$ cat src/rtl/imm_encoder_loader_if.sv
// imm_encoder_loader_if: field stream, session control and instruction-memory write bus of the encoder/loader
interface imm_encoder_loader_if #(
  parameter int ADDR_W = 8
);
  logic start;
  logic [ADDR_W-1:0] base_addr;
  logic [7:0] count;
  logic in_valid;
  logic in_ready;
  logic [1:0] fmt;
  logic [6:0] opcode;
  logic [2:0] funct3;
  logic [6:0] funct7;
  logic [4:0] rd;
  logic [4:0] rs1;
  logic [4:0] rs2;
  logic [63:0] imm;
  logic mem_we;
  logic [ADDR_W-1:0] mem_addr;
  logic [31:0] mem_wdata;
  logic busy;
  logic done;
  logic err;
  logic [7:0] err_count;
  modport master (
    output start, base_addr, count, in_valid, fmt, opcode, funct3, funct7, rd, rs1, rs2, imm,
    input in_ready, mem_we, mem_addr, mem_wdata, busy, done, err, err_count
  );
  modport slave (
    input start, base_addr, count, in_valid, fmt, opcode, funct3, funct7, rd, rs1, rs2, imm,
    output in_ready, mem_we, mem_addr, mem_wdata, busy, done, err, err_count
  );
endinterface

$ cat src/rtl/imm_encoder_loader.sv
// imm_encoder_loader: range-checks decoded instruction fields and writes packed RISC-V words to consecutive instruction-memory addresses
module imm_encoder_loader #(
  parameter int ADDR_W = 8
) (
  input logic clk,
  input logic reset,
  imm_encoder_loader_if.slave bus
);
  typedef enum logic [1:0] {IDLE, RUN, DONE} state_t;
  state_t state_q, state_d;
  logic [ADDR_W-1:0] ptr_q, ptr_d, addr_q, addr_d;
  logic [7:0] rem_q, rem_d, errc_q, errc_d;
  logic [31:0] wdata_q, wdata_d, word;
  logic we_q, we_d, err_q, err_d;
  logic run, xfer, i_ok, b_ok, legal;
  logic [63:0] imm;
  assign imm = bus.imm;
  assign i_ok = &imm[63:11] | ~|imm[63:11];
  assign b_ok = (&imm[63:12] | ~|imm[63:12]) & ~imm[0];
  assign legal = bus.fmt == 2'd3 | (bus.fmt == 2'd2 ? b_ok : i_ok);
  assign word = bus.fmt == 2'd0 ? {imm[11:0], bus.rs1, bus.funct3, bus.rd, bus.opcode}
              : bus.fmt == 2'd1 ? {imm[11:5], bus.rs2, bus.rs1, bus.funct3, imm[4:0], bus.opcode}
              : bus.fmt == 2'd2 ? {imm[12], imm[10:5], bus.rs2, bus.rs1, bus.funct3, imm[4:1], imm[11], bus.opcode}
              : {bus.funct7, bus.rs2, bus.rs1, bus.funct3, bus.rd, bus.opcode};
  assign run = state_q == RUN;
  assign xfer = bus.in_valid & run;
  assign bus.in_ready = run;
  assign bus.busy = run;
  assign bus.done = state_q == DONE;
  assign bus.mem_we = we_q;
  assign bus.mem_addr = addr_q;
  assign bus.mem_wdata = wdata_q;
  assign bus.err = err_q;
  assign bus.err_count = errc_q;
  always_comb begin
    state_d = state_q;
    ptr_d = ptr_q;
    rem_d = rem_q;
    errc_d = errc_q;
    addr_d = addr_q;
    wdata_d = wdata_q;
    we_d = 1'b0;
    err_d = 1'b0;
    if (state_q == IDLE && bus.start) begin
      state_d = bus.count != 8'd0 ? RUN : DONE;
      if (bus.count != 8'd0) begin
        ptr_d = bus.base_addr;
        rem_d = bus.count;
        errc_d = 8'd0;
      end
    end else if (state_q == DONE) begin
      state_d = IDLE;
    end else if (xfer) begin
      rem_d = rem_q - 8'd1;
      state_d = rem_q == 8'd1 ? DONE : RUN;
      we_d = legal;
      err_d = ~legal;
      addr_d = legal ? ptr_q : addr_q;
      wdata_d = legal ? word : wdata_q;
      ptr_d = legal ? ptr_q + ADDR_W'(4) : ptr_q;
      errc_d = legal || errc_q == 8'hFF ? errc_q : errc_q + 8'd1;
    end
  end
  always_ff @(posedge clk) begin
    if (reset) begin
      state_q <= IDLE;
      ptr_q <= '0;
      rem_q <= '0;
      errc_q <= '0;
      addr_q <= '0;
      wdata_q <= '0;
      we_q <= 1'b0;
      err_q <= 1'b0;
    end else begin
      state_q <= state_d;
      ptr_q <= ptr_d;
      rem_q <= rem_d;
      errc_q <= errc_d;
      addr_q <= addr_d;
      wdata_q <= wdata_d;
      we_q <= we_d;
      err_q <= err_d;
    end
  end
endmodule

$ cat src/flat_wrapper.sv
// flat-port wrapper written by rule: the top's interface ports become plain ports
module imm_encoder_loader_flat 
#(
  parameter int ADDR_W = 8
)
  (clk, reset, bus_start, bus_base_addr, bus_count, bus_in_valid, bus_fmt, bus_opcode, bus_funct3, bus_funct7, bus_rd, bus_rs1, bus_rs2, bus_imm, bus_in_ready, bus_mem_we, bus_mem_addr, bus_mem_wdata, bus_busy, bus_done, bus_err, bus_err_count);
  imm_encoder_loader_if #(.ADDR_W(ADDR_W)) bus_i ();
  input logic clk;
  input logic reset;
  input wire logic [$bits(bus_i.start)-1:0] bus_start;
  input wire logic [$bits(bus_i.base_addr)-1:0] bus_base_addr;
  input wire logic [$bits(bus_i.count)-1:0] bus_count;
  input wire logic [$bits(bus_i.in_valid)-1:0] bus_in_valid;
  input wire logic [$bits(bus_i.fmt)-1:0] bus_fmt;
  input wire logic [$bits(bus_i.opcode)-1:0] bus_opcode;
  input wire logic [$bits(bus_i.funct3)-1:0] bus_funct3;
  input wire logic [$bits(bus_i.funct7)-1:0] bus_funct7;
  input wire logic [$bits(bus_i.rd)-1:0] bus_rd;
  input wire logic [$bits(bus_i.rs1)-1:0] bus_rs1;
  input wire logic [$bits(bus_i.rs2)-1:0] bus_rs2;
  input wire logic [$bits(bus_i.imm)-1:0] bus_imm;
  output wire logic [$bits(bus_i.in_ready)-1:0] bus_in_ready;
  output wire logic [$bits(bus_i.mem_we)-1:0] bus_mem_we;
  output wire logic [$bits(bus_i.mem_addr)-1:0] bus_mem_addr;
  output wire logic [$bits(bus_i.mem_wdata)-1:0] bus_mem_wdata;
  output wire logic [$bits(bus_i.busy)-1:0] bus_busy;
  output wire logic [$bits(bus_i.done)-1:0] bus_done;
  output wire logic [$bits(bus_i.err)-1:0] bus_err;
  output wire logic [$bits(bus_i.err_count)-1:0] bus_err_count;
  assign bus_i.start = bus_start;
  assign bus_i.base_addr = bus_base_addr;
  assign bus_i.count = bus_count;
  assign bus_i.in_valid = bus_in_valid;
  assign bus_i.fmt = bus_fmt;
  assign bus_i.opcode = bus_opcode;
  assign bus_i.funct3 = bus_funct3;
  assign bus_i.funct7 = bus_funct7;
  assign bus_i.rd = bus_rd;
  assign bus_i.rs1 = bus_rs1;
  assign bus_i.rs2 = bus_rs2;
  assign bus_i.imm = bus_imm;
  assign bus_in_ready = bus_i.in_ready;
  assign bus_mem_we = bus_i.mem_we;
  assign bus_mem_addr = bus_i.mem_addr;
  assign bus_mem_wdata = bus_i.mem_wdata;
  assign bus_busy = bus_i.busy;
  assign bus_done = bus_i.done;
  assign bus_err = bus_i.err;
  assign bus_err_count = bus_i.err_count;
  imm_encoder_loader #(.ADDR_W(ADDR_W)) u_core (.clk(clk), .reset(reset), .bus(bus_i));
endmodule
$ cat config.mk
export PLATFORM = sky130hd
export DESIGN_NAME = imm_encoder_loader_flat
export DESIGN_NICKNAME = d
export VERILOG_FILES = /design/src/rtl/imm_encoder_loader_if.sv /design/src/rtl/imm_encoder_loader.sv /design/src/flat_wrapper.sv
export SDC_FILE = /design/constraint.sdc
export NUM_CORES = 1
export LEC_CHECK = 0
export BUFFER_PORTS_ARGS = -buffer_cell sky130_fd_sc_hd__buf_2
export CORE_MARGIN = 10
export CORE_UTILIZATION = 35
export DETAILED_ROUTE_END_ITERATION = 6
export GPL_ROUTABILITY_DRIVEN = 0
export HOLD_SLACK_MARGIN = 0.02
export PLACE_DENSITY_LB_ADDON = 0.1
export SYNTH_ARGS = -nofsm -noshare
export SYNTH_HDL_FRONTEND = slang
export SYNTH_SLANG_ARGS = --single-unit
$ cat constraint.sdc
create_clock -name clk -period 4.14 [get_ports clk]
set_clock_uncertainty 0.05 [all_clocks]
set_input_delay 1.242 -clock clk [delete_from_list [all_inputs] [get_ports clk]]
set_output_delay 1.242 -clock clk [all_outputs]
set_load 0.02 [all_outputs]
==> metrics.md, run 1 <==
| Metric | Value |
|---|---|
| Status | `finished, final reports clean` |
| Clock transition at path regs | `0.07 ns` |
| Final WL | `11500 um` |
| Synth-to-layout area growth | `33.6%` |
| Count leader, synth | `dfxtp_1` |
| Final setup fails | `0` |
| Post-Syn Area | `3510 um2` |
| Root buffer cell | `clkbuf_8` |
| PostCTS Resize Cnt | `0` |
| Final net count | `696` |
| Achievable Freq | `302 MHz` |
| Number of global-route vias before repair | `3749` |
| Count of flip-flops with a built-in enable after synthesis | `0` |
| Core area | `9770 um2` |
| Fillers | `1009` |
| Largest net degree at the start of global routing | `46` |
| Io pins | `171` |
| Initial Utilization | `35.9%` |
| Post-Place Cells | `696` |
| Setup_tns | `0 ns` |
| Critical Path RT | `4.28 ns` |
| PnR worst setup slack | `0.827 ns` |
| Hold buffers post-CTS | `0` |
| Worst Setup Start Kind | `input pin` |
| RSZ-0062 raised after global routing | `false` |
| # rows | `36` |
| Max FO, Critical Path | `24` |
| Final Max Tran Viols | `0` |
| Area occupied by multi-input gates | `2010 um2` |
| Met3 Track Usage GR | `6.05%` |
| GR Util met2 | `26.4%` |
| GRT overflow | `0` |
| Clk buf depth | `2` |
| Router iterations before antenna repair | `4` |
| Final hold viol count | `0` |
| #FFs+latches synth | `68` |
| TritonCTS clock tree | `yes` |
| Startpoint of the worst register-to-register path | `u_core.state_q[1]` |
| IR drop worst, VDD | `0.188 mV` |
| # Post-CTS Setup Buffers | `0` |
| Sequential area share after synthesis | `38.8%` |
| Minimum clock period | `3.31 ns` |
| Gr usage total | `15.5%` |
| Period utilisation layout | `80.0%` |
| Netlist cell types | `51` |
| GR Layer Usage met1 | `17.1%` |
| TritonCTS Buffers | `9` |
| Worst EP arrival | `3.45 ns` |
| Worst slew margin | `29.1%` |
| CP startpoint | `bus_imm[21]` |
| Min-Delay Path Depth | `2` |
| Wire length per cell | `16.1 um` |
| Worst Hold Class | `register to register` |
| Main synth FF type | `dfxtp_1` |
| Sequential cell area | `1360 um2` |
| IO buf count | `170` |
| Yosys top cell by area | `dfxtp_1` |
| CTS sink cnt | `68` |
| DP Wirelength | `9140 um` |
| First-pass GRT wire length | `18500 um` |
| Leakage | `2.34 nW` |
| Worst Tran Pin Value | `1.06 ns` |
| Yosys warnings | `0` |
| Die Area | `14400 um2` |
| Hold worst-path end | `u_core.bus.mem_wdata[7]` |
| Vias per inst | `5.06` |
| Mapped Cells | `407` |
| Number of max-cap violations | `0` |
| HP Start | `u_core.bus.mem_wdata[7]` |
| DRT iter0 DRCs | `204` |
| Pre-CTS setup slack | `0.444 ns` |
| Height of the die | `120 um` |
| Reg2reg end | `u_core.ptr_q[7]` |
| Non-Filler Instances | `713` |
| R2R cell count | `6` |
| R2R Setup Slk | `1.61 ns` |
| Asr flop ratio synth | `0%` |
| Most used routing layer | `met2` |
| Clock latency at the later pin of the worst-skew pair | `0.34 ns` |
| Share of layout cells above drive strength 1 | `38.7%` |
| Routed Antenna Nets | `0` |
| Synthesized net count | `529` |
| Htree depth | `3` |
| Syn avg cell area | `8.62 um2` |
| Critical path class | `input pin to register` |
| Synth top cells by count | `68 x dfxtp_1, 57 x nor2_1, 39 x mux2i_1` |
| Initial antenna violation count | `2` |
| Vias | `3610` |
| PD cells | `430 nW/um2` |
| Die width | `120 um` |
| Largest cells by area after synthesis | `dfxtp_1 39%, mux2i_1 11%, nor2_1 6.1%` |
| Residual DRC | `0` |
| CP Capture Type | `register` |
| Synth top area share | `38.8%` |
==> stage by stage <==
stage | instance area (um2) | total power, mW | utilization [%] | hold slack, ns
after global routing | 4690 | 2.16 | 48.0 | 0.433
after CTS | 4680 | 2.05 | 47.9 | 0.406
after detailed placement | 4490 | 1.50 | 46.0 | 0.395
final | 4690 | 2.02 | 48.0 | 0.403
after global placement | 4490 | 1.49 | 46.0 | 0.389
after floorplan | 3510 | 1.28 | - | 0.386
==> layer usage <==
metal	up-vias	part of all wire, %
met3	15	8.0
met4	2	1.6
li1	1822	-
met5	-	0.11
met1	1666	41
met2	105	49
==> cell families after synthesis <==
| logic type | count (synthesis) | share of synthesized area [%] |
|---|---|---|
| XOR/XNOR | 1 | 0.250 |
| flip-flops | 68 | 38.8 |
| multiplexers | 55 | 16.3 |
| AO/OA/AOI/OAI | 67 | 13.4 |
| adder cells (fa/ha/maj) | 4 | 1.43 |
| AND/OR/NAND/NOR | 179 | 25.8 |
| buffers and inverters | 33 | 4.07 |
==> where the power goes <==
group	switching [mW]	internal [mW]
clock network	0.260	0.278
registers	0.0724	0.729
logic	0.403	0.274
==> cells in the final DEF, fill, tap and decap left out, drive strengths merged, types with 2 or more instances in the layout <==
master / count
mux2: 16
mux2i: 39
nand4: 17
dfxtp: 68
nand4b: 2
nor3b: 3
o32ai: 5
a211o: 2
a211oi: 5
or4: 2
o211ai: 2
a22oi: 4
clkbuf: 10
buf: 179
inv: 10
a21oi: 27
a31oi: 4
a221oi: 2
o21ai: 8
and2: 3
nor2b: 6
and3: 2
nand2b: 8
nor2: 57
nand3: 15
nor4: 19
nand2: 28
or3: 2
clkinv: 4
nor3: 12
ha: 4
==> sequential cells by signal, summed over array words and instances (netlist names) <==
signal / count
u_core.bus.mem_wdata: 32
u_core.bus.err_count: 8
u_core.bus.mem_addr: 8
u_core.ptr_q: 8
u_core.rem_q: 8
u_core.state_q: 2
u_core.bus.err: 1
u_core.bus.mem_we: 1
==> worst max-delay path by stage <==
| stage | end | slack, ns | cells after the start |
|---|---|---|---|
| floorplan | u_core.ptr_q[4] | 0.88 | 9 |
| global placement | u_core.ptr_q[7] | 0.51 | 9 |
| detailed placement | u_core.ptr_q[7] | 0.44 | 9 |
| CTS | u_core.ptr_q[7] | 0.81 | 9 |
| global route | u_core.ptr_q[7] | 0.64 | 9 |
| finish | u_core.ptr_q[6] | 0.83 | 9 |
==> worst max-delay path, stage by stage <==
cell and delay, ns:
buf_2 0.11, nor4_1 0.28, nand4_1 0.15, or4_4 0.58, o211ai_2 0.25, nand3_2 0.19, buf_4 0.30, a22oi_1 0.25
o32ai_2 0.11
==> final cells by class <==
class                           instances  share of cell area [%]
Antenna cell                            1                  0.0534
Clock buffer                           10                    2.72
Clock inverter                          6                    1.39
Inverter                               10                   0.801
Multi-Input combinational cell        306                    42.8
Sequential cell                        68                    29.0
Tap cell                              133                    3.55
Timing Repair Buffer                  179                    19.6
No activity file was read; power rests on OpenSTA's default activity.
==> run 2, diff against run 1 <==
ABC_AREA = 1   (was not set)
clock period = 3.2 ns   (was 4.14 ns; I/O delays follow)
==> metrics.md, run 2 <==
| Metric | Value |
|---|---|
| Routed Antenna Nets | `0` |
| Commonest non-fill, non-tap cell in the layout | `buf_2` |
| Worst Setup Start Kind | `input pin` |
| Max FO, Critical Path | `41` |
| Final Cell Area | `5300 um2` |
| First-pass GRT wire length | `21100 um` |
| Synthesized net count | `754` |
| CP max-delay cell | `buf_4` |
| DP Wirelength | `10400 um` |
| Clock transition at path regs | `0.05 ns` |
| Yosys top cell by area | `dfxtp_1` |
| #FFs+latches synth | `68` |
| Core area | `11300 um2` |
| Final hold viol count | `0` |
| Number of max-cap violations | `0` |
| Wire length per cell | `13.6 um` |
| Height of the die | `127 um` |
| Sequential area share after synthesis | `34.0%` |
| PostCTS Resize Cnt | `0` |
| Hold WS | `0.412 ns` |
| CP max stage delay | `0.25 ns` |
| Final setup fails | `0` |
| Worst slew margin | `65.9%` |
| CP Capture Type | `register` |
| Synth top cells by count | `167 x nor2_1, 156 x nand2_1, 68 x dfxtp_1` |
| Residual DRC | `0` |
| Syn avg cell area | `6.34 um2` |
| GRT overflow | `0` |
| TritonCTS clock tree | `yes` |
| IR drop worst, VDD | `0.296 mV` |
| Share of layout cells above drive strength 1 | `28.5%` |
| Minimum clock period | `2.34 ns` |
| Post-DP Area | `4980 um2` |
| Final Max Tran Viols | `0` |
| Largest register FFs | `32` |
| PD cells | `488 nW/um2` |
| Hold buffers post-CTS | `0` |
| Post-Place Cells | `931` |
| Initial antenna violation count | `0` |
| Setup_tns | `0 ns` |
| Gr usage total | `15.6%` |
| Die Area | `16100 um2` |
| Largest cells by area after synthesis | `dfxtp_1 34%, nor2_1 16%, nand2_1 15%` |
| Period utilisation layout | `73.3%` |
| R2R cell count | `11` |
| Leakage | `2.57 nW` |
| Root buffer cell | `clkbuf_16` |
| # rows | `39` |
| Vias | `4413` |
| Worst EP arrival | `2.52 ns` |
| Htree depth | `3` |
| RSZ-0062 raised after global routing | `false` |
| Count leader, synth | `nor2_1` |
| Io pins | `171` |
| Worst path bufs/invs | `2` |
| # Post-CTS Setup Buffers | `0` |
| Status | `finished, final reports clean` |
| Vias per inst | `4.66` |
| IO buf count | `170` |
| Achievable Freq | `426 MHz` |
| Synth-to-layout area growth | `32.4%` |
| TritonCTS Buffers | `9` |
| Antenna diode count | `0` |
| Yosys warnings | `0` |
| CTS sink cnt | `68` |
| Router iterations before antenna repair | `4` |
| Die width | `127 um` |
| Non-Filler Instances | `946` |
| Worst path cell trace | `buf_2, nor2_1, nand2_1, nor2_1, nand2_1, nor2_1, nand2_1, nand2_2, nand2_4, nand2_1, nand2_2, buf_4, o21ai_0, nor2_1` |
| Most frequent cells in the layout | `170 x buf_2, 167 x nor2_1, 156 x nand2_1, 68 x dfxtp_1, 45 x inv_1` |
| Largest net degree at the start of global routing | `47` |
| Final net count | `921` |
| DRT iter0 DRCs | `223` |
| Clock latency at the later pin of the worst-skew pair | `0.33 ns` |
| Netlist cell types | `39` |
| Mapped Cells | `632` |
| Stages on the worst setup path | `14` |
| Sw Ratio | `28.8%` |
| Number of global-route vias before repair | `4489` |
| Synth top area share | `34.0%` |
| Critical path class | `input pin to register` |
| Clock power frac | `41.9%` |
| Worst Tran Pin Value | `0.511 ns` |
| Critical path's top delay family | `simple AND/OR/NAND/NOR gates` |
| Worst Hold Class | `register to register` |
| Main synth FF type | `dfxtp_1` |
| Asr flop ratio synth | `0%` |
| Min-Delay Path Depth | `2` |
| Critical Path RT | `3.37 ns` |
| Sequential power share | `36.8%` |
| Final WL | `12900 um` |
| Int Power | `1.84 mW` |
| Clk buf depth | `2` |
| Post-Syn Area | `4010 um2` |
| Net Sw Power | `0.743 mW` |
| Comb power frac | `21.3%` |
| Initial Utilization | `35.4%` |
| Count of flip-flops with a built-in enable after synthesis | `0` |
[run 2: tightest hold or removal path, stage by stage, from the launching register on]
cell and delay (ns):
dfxtp_1 0.30, nand2_1 0.06, a21oi_1 0.05
[run 2: logic make-up (layout without fill, tap and decap cells)]
group,Yosys count,in the layout,synth area share (%)
simple gates,383,383,39.4
fa+ha+maj,4,4,1.25
xor+xnor,7,7,1.53
compound gates,86,86,12.1
buf+inv,69,240,7.50
mux,15,15,4.22
flops,68,68,34.0
[run 2: area by class of cell]
class / count / area [um2]
fillers: 1211 / 6020
multi-input cells: 495 / 2340
flip-flops and latches: 68 / 1360
repair buffers: 176 / 908
clock buffers: 11 / 253
inverters: 49 / 184
well taps: 143 / 179
clock inverters: 4 / 72.6
[run 2: per-layer routing]
metal,GRT usage (%),vias to the layer above,share of wire (%)
li1,-,2359,-
met2,27.2,123,48
met1,17.7,1919,43
met5,0,-,0
met3,5.58,12,7.4
met4,4.35,0,1.6
[run 2: path summary, 6_finish.rpt]
path,start,to,slack (ns)
max,bus_imm[52],u_core.bus.mem_wdata[31],0.86
min,u_core.bus.mem_wdata[20],u_core.bus.mem_wdata[20],0.41
max reg2reg,u_core.bus.err_count[0],u_core.bus.err_count[4],1.24
min reg2reg,u_core.bus.mem_wdata[20],u_core.bus.mem_wdata[20],0.41
[run 2: through the flow]
stage / util, % / power, mW / setup slack, ns
2_1_floorplan: - / 1.32 / 0.976
3_3_place_gp: 44.0 / 1.51 / 0.551
3_5_place_dp: 44.0 / 1.52 / 0.521
4_1_cts: 46.8 / 2.62 / 0.874
5_1_grt: 46.8 / 2.74 / 0.591
6_report: 46.8 / 2.58 / 0.855
[run 2: power groups by stage]
stage	logic, mW	clock network (mW)	registers (mW)
floorplan	0.324	0	0.996
global placement	0.548	0	0.967
detailed placement	0.553	0	0.969
CTS	0.557	1.11	0.951
global route	0.632	1.15	0.958
finish	0.552	1.08	0.950
==> run 3, diff against run 2 <==
clock period = 2.15 ns   (was 3.2 ns; I/O delays follow)
==> metrics.md, run 3 (same netlist as run 2, synthesis figures left out) <==
| Metric | Value |
|---|---|
| Status | `finished, final reports clean` |
| Top layer in use | `met4` |
| Router iterations before antenna repair | `4` |
| Final WL | `13200 um` |
| Final Cell Area | `5560 um2` |
| Wire length per cell | `13.5 um` |
| Worst slew margin | `69.3%` |
| Met2 WL | `6470 um` |
| Height of the die | `127 um` |
| Worst Tran Pin Value | `0.461 ns` |
| # rows | `39` |
| Number of max-cap violations | `0` |
| Critical path class | `input pin to register` |
| PnR worst setup slack | `0.217 ns` |
| Max FO, Critical Path | `21` |
| Post-DP Area | `5200 um2` |
| Clock power frac | `42.5%` |
| Routed Antenna Nets | `0` |
| Residual DRC | `0` |
| CTS sink cnt | `68` |
| Minimum clock period | `1.93 ns` |
| Worst Hold Class | `register to register` |
| Hold buffers post-CTS | `0` |
| Pre-CTS setup slack | `-0.148 ns` |
| Final Max Tran Viols | `0` |
| Sw Ratio | `28.5%` |
| Antenna diode count | `0` |
| Worst Setup Start Kind | `input pin` |
| Die Area | `16100 um2` |
| CP Capture Type | `register` |
| Largest net degree at the start of global routing | `47` |
| Commonest non-fill, non-tap cell in the layout | `buf_2` |
| DP Wirelength | `10700 um` |
| Clock latency at the later pin of the worst-skew pair | `0.32 ns` |
| Clk buf depth | `2` |
| Worst EP arrival | `2.10 ns` |
| PD cells | `718 nW/um2` |
| Vias | `4554` |
| RSZ-0062 raised after global routing | `false` |
| Metal1 wirelength | `5770 um` |
| Vias per inst | `4.67` |
| Sequential power share | `35.5%` |
| Initial antenna violation count | `0` |
| Power Total | `3.99 mW` |
| Critical Path RT | `2.31 ns` |
| Final hold viol count | `0` |
| Number of global-route vias before repair | `4708` |
| Root buffer cell | `clkbuf_16` |
| Leakage | `2.72 nW` |
| Gr usage total | `16.1%` |
| # Post-CTS Setup Buffers | `0` |
| Clock transition at path regs | `0.05 ns` |
| TritonCTS Buffers | `9` |
| Final net count | `949` |
| TritonCTS clock tree | `yes` |
| Net Sw Power | `1.14 mW` |
| Largest register FFs | `32` |
| Most frequent cells in the layout | `170 x buf_2, 165 x nor2_1, 155 x nand2_1, 68 x dfxtp_1, 45 x inv_1` |
| Htree depth | `3` |
| DRT iter0 DRCs | `191` |
| IO buf count | `170` |
| Hold WS | `0.411 ns` |
| Setup_tns | `0 ns` |
| Synth-to-layout area growth | `38.7%` |
| Comb power frac | `22.1%` |
| Die width | `127 um` |
| IR drop worst, VDD | `0.463 mV` |
| Io pins | `171` |
| Share of layout cells above drive strength 1 | `31.3%` |
| GRT overflow | `0` |
| First-pass GRT wire length | `21900 um` |
| Period utilisation layout | `89.9%` |
| Final setup fails | `0` |
| Met3 Wirelength | `791 um` |
| PostCTS Resize Cnt | `0` |
| Achievable Freq | `517 MHz` |
| Int Power | `2.85 mW` |
| Core area | `11300 um2` |
| Initial Utilization | `35.4%` |
## run 3: changes by cell type in the layout (fill, tap and decap cells not counted), moves of 2 or more
cell	change
buf_4	+26
o21ai_0	-4
o21ai_1	+4
clkbuf_8	-2
clkinv_4	+2
nor2_1	-2
## run 3: worst max-delay path: stages
cell,delay (ns)
buf_2,0.10
nor2_1,0.20
nand2_1,0.09
nor2_2,0.10
nand2_1,0.05
nor2_1,0.08
nand2_1,0.07
nand3_2,0.09
nand2_4,0.07
nand2_1,0.10
nand2_2,0.12
buf_12,0.18
o21ai_0,0.14
nor2_1,0.06
## run 3: final cells by class
class | count | area, um2
clock inverter | 6 | 113
tap | 143 | 179
inverter | 49 | 184
sequential | 68 | 1360
multi-input combinational | 495 | 2360
fill | 1178 | 5760
clock buffer | 10 | 229
timing repair buffer | 204 | 1130
## run 3: per-layer routing
layer	track usage, %	up-vias
li1	-	2407
met1	18.3	1996
met2	28.6	139
met3	4.30	12
met4	4.82	0
met5	0	-
## run 3: metrics by stage
step           std cells  util (%)
2_1_floorplan        632         -
3_3_place_gp         959      45.9
3_5_place_dp         959      45.9
4_1_cts              975      48.9
5_1_grt              975      49.1
6_report             975      49.1
## run 3: worst paths after layout
path                            slack [ns]                     start                  endpoint  cells after the start
worst max-delay path                  0.22               bus_imm[26]    u_core.bus.mem_addr[6]                     14
worst min register to register        0.41  u_core.bus.mem_wdata[28]  u_core.bus.mem_wdata[28]                      2
worst min-delay path                  0.41  u_core.bus.mem_wdata[28]  u_core.bus.mem_wdata[28]                      2
worst max register to register        0.26   u_core.bus.err_count[1]   u_core.bus.err_count[1]                     10
## run 3: power by group through the flow
| stage | registers, mW | logic, mW | clock network [mW] |
|---|---|---|---|
| CTS | 1.41 | 0.885 | 1.73 |
| global route | 1.43 | 0.999 | 1.78 |
| detailed placement | 1.44 | 0.881 | 0 |
| finish | 1.41 | 0.880 | 1.69 |
| global placement | 1.44 | 0.868 | 0 |
| floorplan | 1.48 | 0.482 | 0 |
